==> src/rtl/mem_access_unit_pkg.sv <==
// Shared types and constants for the memory-stage load/store unit.
package mem_access_unit_pkg;

    typedef enum logic [1:0] {
        StIdle = 2'd0,
        StReq  = 2'd1,
        StWait = 2'd2
    } mem_state_t;

    typedef logic [3:0] byte_en_t;

    localparam logic [2:0] F3_LB  = 3'b000;
    localparam logic [2:0] F3_LH  = 3'b001;
    localparam logic [2:0] F3_LW  = 3'b010;
    localparam logic [2:0] F3_LBU = 3'b100;
    localparam logic [2:0] F3_LHU = 3'b101;
    localparam logic [2:0] F3_SB  = 3'b000;
    localparam logic [2:0] F3_SH  = 3'b001;
    localparam logic [2:0] F3_SW  = 3'b010;

    // True when funct3 is a legal size for this access and the address suits that size.
    // Store encodings share values with LB/LH/LW, so only the load names appear here.
    function automatic logic accessOk(input logic isLoad, input logic [2:0] f3,
                                      input logic [1:0] byteOff);
        logic ok;
        case (f3)
            F3_LB:   ok = 1'b1;
            F3_LH:   ok = !byteOff[0];
            F3_LW:   ok = (byteOff == 2'b00);
            F3_LBU:  ok = isLoad;
            F3_LHU:  ok = isLoad && !byteOff[0];
            default: ok = 1'b0;
        endcase
        return ok;
    endfunction

endpackage

==> src/rtl/lsu_lane_format.sv <==
// Byte-lane steering for stores and extract/extend for loads (purely combinational).
module lsu_lane_format
    import mem_access_unit_pkg::*;
#(
    parameter int unsigned XLEN = 32
) (
    input  logic [2:0]      funct3,
    input  logic            isStore,
    input  logic [1:0]      byteOff,
    input  logic [XLEN-1:0] storeData,
    input  logic [XLEN-1:0] rdata,
    output logic [XLEN-1:0] wdata,
    output byte_en_t        byteEn,
    output logic [XLEN-1:0] loadData
);

    logic [XLEN-1:0] shifted;

    // Store: replicate narrow data to every lane, enable only the addressed lanes.
    always_comb begin
        wdata  = storeData;
        byteEn = 4'b1111;
        if (isStore) begin
            case (funct3[1:0])
                2'b00: begin
                    wdata  = {4{storeData[7:0]}};
                    byteEn = 4'b0001 << byteOff;
                end
                2'b01: begin
                    wdata  = {2{storeData[15:0]}};
                    byteEn = 4'b0011 << byteOff;
                end
                default: begin
                    wdata  = storeData;
                    byteEn = 4'b1111;
                end
            endcase
        end
    end

    // Load: bring the addressed byte/halfword down to bit 0, then extend.
    always_comb begin
        shifted = rdata >> {byteOff, 3'b000};
        case (funct3)
            F3_LB:   loadData = {{24{shifted[7]}}, shifted[7:0]};
            F3_LH:   loadData = {{16{shifted[15]}}, shifted[15:0]};
            F3_LBU:  loadData = {24'd0, shifted[7:0]};
            F3_LHU:  loadData = {16'd0, shifted[15:0]};
            default: loadData = shifted;
        endcase
    end

endmodule

==> src/rtl/mem_access_unit.sv <==
// Memory-stage load/store unit: drives the data-memory req/gnt/rvalid bus, stalls the
// pipeline while an access is outstanding, and registers formatted load data for W.
module mem_access_unit
    import mem_access_unit_pkg::*;
#(
    parameter int unsigned XLEN     = 32,
    parameter int unsigned MAX_WAIT = 15
) (
    input  logic            clk,
    input  logic            reset,
    input  logic            MemReadM,
    input  logic            MemWriteM,
    input  logic [2:0]      Funct3M,
    input  logic [XLEN-1:0] ALUResultM,
    input  logic [XLEN-1:0] WriteDataM,
    output logic            StallMem,
    output logic [XLEN-1:0] ReadDataW,
    output logic            MisalignW,
    output logic            BusErrW,
    output logic            dmem_req,
    output logic            dmem_we,
    output logic [XLEN-1:0] dmem_addr,
    output logic [XLEN-1:0] dmem_wdata,
    output byte_en_t        dmem_be,
    input  logic            dmem_gnt,
    input  logic            dmem_rvalid,
    input  logic [XLEN-1:0] dmem_rdata
);

    localparam int unsigned CntW = $clog2(MAX_WAIT + 1);

    mem_state_t      stateQ, stateD;
    logic [CntW-1:0] waitCntQ, waitCntD;
    logic            dropPendingQ, dropPendingD;

    logic            access;
    logic            aligned;
    logic            doAccess;
    logic            cntLast;
    logic            timeout;
    logic            complete;
    logic [XLEN-1:0] loadData;

    assign access   = MemReadM | MemWriteM;
    assign aligned  = accessOk(MemReadM, Funct3M, ALUResultM[1:0]);
    assign doAccess = access && aligned;
    assign cntLast  = (waitCntQ == CntW'(MAX_WAIT - 1));

    // Bus fields come straight from the M stage, which StallMem holds frozen.
    assign dmem_we   = MemWriteM;
    assign dmem_addr = {ALUResultM[XLEN-1:2], 2'b00};

    lsu_lane_format #(
        .XLEN(XLEN)
    ) u_lane_format (
        .funct3   (Funct3M),
        .isStore  (MemWriteM),
        .byteOff  (ALUResultM[1:0]),
        .storeData(WriteDataM),
        .rdata    (dmem_rdata),
        .wdata    (dmem_wdata),
        .byteEn   (dmem_be),
        .loadData (loadData)
    );

    // Next-state, request, stall and timeout decode.
    always_comb begin
        stateD       = stateQ;
        waitCntD     = '0;
        dropPendingD = dropPendingQ;
        dmem_req     = 1'b0;
        StallMem     = 1'b0;
        timeout      = 1'b0;
        complete     = 1'b0;
        case (stateQ)
            StIdle: begin
                // A response owed to an abandoned access is swallowed here.
                if (dropPendingQ && dmem_rvalid) begin
                    dropPendingD = 1'b0;
                end
                if (doAccess) begin
                    StallMem = 1'b1;
                    if (!dropPendingQ) begin
                        dmem_req = 1'b1;
                        stateD   = dmem_gnt ? StWait : StReq;
                    end
                end
            end
            StReq: begin
                dmem_req = 1'b1;
                StallMem = doAccess;
                waitCntD = waitCntQ + 1'b1;
                if (cntLast) begin
                    timeout      = 1'b1;
                    StallMem     = 1'b0;
                    stateD       = StIdle;
                    waitCntD     = '0;
                    // Granted in the final cycle: its response will still arrive.
                    dropPendingD = dmem_gnt;
                end else if (dmem_gnt) begin
                    stateD = StWait;
                end
            end
            StWait: begin
                StallMem = doAccess;
                waitCntD = waitCntQ + 1'b1;
                if (dmem_rvalid) begin
                    complete = 1'b1;
                    StallMem = 1'b0;
                    stateD   = StIdle;
                    waitCntD = '0;
                end else if (cntLast) begin
                    timeout      = 1'b1;
                    StallMem     = 1'b0;
                    stateD       = StIdle;
                    waitCntD     = '0;
                    dropPendingD = 1'b1;
                end
            end
            default: begin
                stateD = StIdle;
            end
        endcase
    end

    // FSM, timeout counter and drop flag registers.
    always_ff @(posedge clk) begin
        if (reset) begin
            stateQ       <= StIdle;
            waitCntQ     <= '0;
            dropPendingQ <= 1'b0;
        end else begin
            stateQ       <= stateD;
            waitCntQ     <= waitCntD;
            dropPendingQ <= dropPendingD;
        end
    end

    // W-stage results advance only when the pipeline advances.
    always_ff @(posedge clk) begin
        if (reset) begin
            ReadDataW <= '0;
            MisalignW <= 1'b0;
            BusErrW   <= 1'b0;
        end else if (!StallMem) begin
            ReadDataW <= (complete && MemReadM) ? loadData : '0;
            MisalignW <= access && !aligned;
            BusErrW   <= timeout;
        end
    end

endmodule

==> config.mk <==
export PLATFORM = sky130hd
export DESIGN_NAME = mem_access_unit
export DESIGN_NICKNAME = d
export VERILOG_FILES = /design/src/rtl/mem_access_unit_pkg.sv /design/src/rtl/lsu_lane_format.sv /design/src/rtl/mem_access_unit.sv
export SDC_FILE = /design/constraint.sdc
export NUM_CORES = 1
export LEC_CHECK = 0
export BUFFER_PORTS_ARGS = -buffer_cell sky130_fd_sc_hd__buf_2
export CAP_MARGIN = 30
export CORE_MARGIN = 3
export CORE_UTILIZATION = 40
export CTS_CLUSTER_SIZE = 25
export DETAILED_ROUTE_END_ITERATION = 7
export PLACE_DENSITY = 0.89
export SLEW_MARGIN = 20
export SYNTH_ARGS = -nofsm -noshare
export SYNTH_HDL_FRONTEND = slang
export SYNTH_HIERARCHICAL = 1
export SYNTH_SLANG_ARGS = --single-unit
==> constraint.sdc <==
create_clock -name clk -period 1.8 [get_ports clk]
set_input_delay 0.27 -clock clk [delete_from_list [all_inputs] [get_ports clk]]
set_output_delay 0.27 -clock clk [all_outputs]
set_load 0.1 [all_outputs]
==> reports/results.tsv <==
stage	metric	value	unit
clock_tree	Reg clk slew, reported paths	0.08	ns
floorplanning	Die Wd	100	um
global_routing	Overflow after GRT	0	
route	remaining antenna violation count after routing	0	
logic_synthesis	top_reg_cell synth	dfxtp_1	
worst_setup_path	CP Capture Type	primary output	
finish	most common cell after layout, fill and taps aside	buf_2	
clock_tree	maximum clock path buffer count	2	
logic_synthesis	Syn Std Cell Area	3570	sq um
global_routing	initial antenna violation count	0	
route	iteration-0 DRC count of the detailed router	391	
sta	RSZ-0062 raised after global routing	yes	
placement	Placed Area	4750	sq um
power	Static Leak	2.40	nW
floorplanning	Top Ports	210	
sta	Slew Viols, Final	0	
clock_tree	CTS buffer count	5	
global_routing	total global routing track utilization	21.4	%
sta	final hold viol count	0	
finish	Area growth, synth to finish	39.7	%
logic_synthesis	number of synthesized flops with an enable pin	0	
power	peak supply drop	0.423	mV
placement	gpl congestion	0.908	
finish	final instance area	4990	sq um
logic_synthesis	Mapped Cells	448	
clock_tree	# clock sinks	41	
floorplanning	Initial Util	42.4	%
floorplanning	Die Area	10100	sq um
sta	Max Freq	0.479	GHz
global_routing	vias in the first global route	3482	
logic_synthesis	mean post-synth cell area	7.97	sq um
sta	Tmin final	2.09	ns
worst_setup_path	Max FO, Critical Path	3	
route	Post-Route WL	12.0	mm
worst_setup_path	CP arrival	1.82	ns
placement	Detail Placement HPWL	8.75	mm
clock_tree	H-tree levels	2	
placement	I/O Buffers	147	
global_routing	global-route wire length before repair	17.6	mm
finish	most frequent cells in the layout	123 x buf_2, 81 x nand2_1, 47 x mux2i_1	
worst_hold_path	Hold WC Path Type	in -> reg	
run_status	status	finished with violations	
sta	Final WS setup	-0.288	ns
logic_synthesis	Distinct cells, synth	53	
clock_tree	CTS Root Cell	clkbuf_8	
route	WL/cell	17.8	um
finish	ANT cells	0	
finish	fraction of layout cells with a size suffix above 1	47.8	%
placement	Inst Count DP	666	
route	drt pass-1 iters	7	
sta	Final setup violation count	35	
floorplanning	core area	8420	sq um
worst_setup_path	Crit Path Class	reg -> out	
logic_synthesis	sequential share of the synthesized area	23.0	%
route	Remaining DRCs	0	
finish	# fillers	722	
route	Vias/cell	5.50	
finish	fin cells	678	
run	Max-cap violations	0	
sta	crit share post-route	116	%
sta	actual slew at the worst max-slew pin	0.572	ns
clock_tree	CTS tree	done	
sta	Final Skew	0.00390	ns
floorplanning	row count	33	
logic_synthesis	Async SR Flop Fraction	0	%
clock_tree	Worst-Skew Late Latency	0.29	ns
finish	Layout Nets	684	
floorplanning	Die Height	100	um
worst_setup_path	Req. time, crit path	1.53	ns
logic_synthesis	Yosys reg bits	41	
run_status	violated checks	setup timing	
route	vias post-DR	3730	
clock_tree	Post-CTS Hold Fix Bufs	0	
power	Pwr Density	680	nW/um^2
sta	max_slew headroom	61.5	%
global_routing	pin count of the biggest net entering global routing	42	
logic_synthesis	synth warn	6	
worst_setup_path	crit start category	flip-flop	
[kinds of logic after synthesis]
group	count (synthesis)	synth area share (%)
AOI/OAI and AO/OA	58	10.2
xor gates and xnor gates	3	0.736
adders and majority gates	6	2.10
buffers and inverters	79	15.3
DFF	41	23.0
muxes	68	19.7
other	1	0.105
and+or+nand+nor	192	28.8
[cell usage after synthesis (all sizes together), types with 2 or more instances]
library cell	instances	area share (%)
dlygate4sd1	2	0.49
and2	2	0.39
nand3b	2	0.42
o21ai	13	1.8
ha	6	2.1
and2b	2	0.49
and4b	2	0.56
a21oi	23	3.2
a211oi	8	1.7
clkbuf	14	1.8
buf	55	12
nand2	83	8.7
or4	2	0.53
mux2	19	6.0
nor2	15	1.6
xnor2	2	0.49
or2	9	1.6
nand3	4	0.56
a221oi	3	0.91
inv	6	0.63
or2b	16	3.9
o221ai	2	0.49
mux2i	49	14
nand2b	18	3.2
dfxtp	41	23
nand4b	3	0.74
nand4	16	2.8
nor2b	14	2.5
[state kept, by name, indices dropped and copies added, names as in the netlist]
| name | cells |
|---|---|
| ReadDataW | 32 |
| waitCntQ | 4 |
| stateQ | 2 |
| BusErrW | 1 |
| MisalignW | 1 |
| dropPendingQ | 1 |
[final cells by class]
class / count / area (sq um) / area share, %
clock buffer: 6 / 82.6 / 1.66
clock inverter: 1 / 7.51 / 0.151
inverter: 6 / 26.3 / 0.527
multi-input combinational: 329 / 2400 / 48.1
sequential: 41 / 827 / 16.6
tap: 105 / 131 / 2.63
timing repair buffer: 190 / 1520 / 30.4
[worst paths after layout]
kind,from,end,slack (ns),cells after the start
setup / recovery,stateQ[0],StallMem,-0.29,7
hold / removal,reset,MisalignW,0.33,2
setup reg to reg,stateQ[0],ReadDataW[31],-0.13,9
hold reg to reg,ReadDataW[11],ReadDataW[11],0.49,2
[routing by layer]
metal  GRT usage, %  wire (um)  vias to the layer above
met3           4.01       1030                       58
li1               -          -                     1737
met5              0          0                        -
met2           37.1       5910                      233
met1           26.4       4640                     1702
met4           7.77        462                        0
[metrics by stage]
step | hold WS, ns | setup slack, ns | power (mW) | utilization [%] | setup TNS [ns]
5_1_grt | 0.370 | -0.363 | 3.51 | 59.2 | -6.41
2_1_floorplan | 0.430 | -0.339 | 2.48 | - | -1.78
6_report | 0.332 | -0.288 | 3.39 | 59.2 | -3.13
3_5_place_dp | 0.467 | -0.232 | 2.67 | 56.4 | -7.03
4_1_cts | 0.321 | -0.310 | 3.29 | 57.9 | -7.25
3_3_place_gp | 0.458 | -0.182 | 2.64 | 56.4 | -6.14
[timing repair]
action | CTS | global route
setup buffers | 0 | 2
resized for setup | 7 | 11
setup endpoints to repair | 34 | 35
cloned | 0 | 3
[report_power, final]
part / internal, mW / leakage, nW / total [mW] / switching [mW]
Sequential: 0.933 / 0.333 / 0.950 / 0.0173
Combinational: 0.666 / 2.02 / 1.81 / 1.14
Clock: 0.303 / 0.0433 / 0.628 / 0.325
Total: 1.90 / 2.40 / 3.39 / 1.49
[worst max-delay path, cell delays in order (launching register included)]
cell and delay [ns]:
dfxtp_2 0.35, inv_2 0.05, ha_4 0.15, and2b_2 0.20
o21a_4 0.20, o2111ai_4 0.22, clkinvlp_4 0.17, buf_12 0.18
Power figures use the tool's default switching activity.
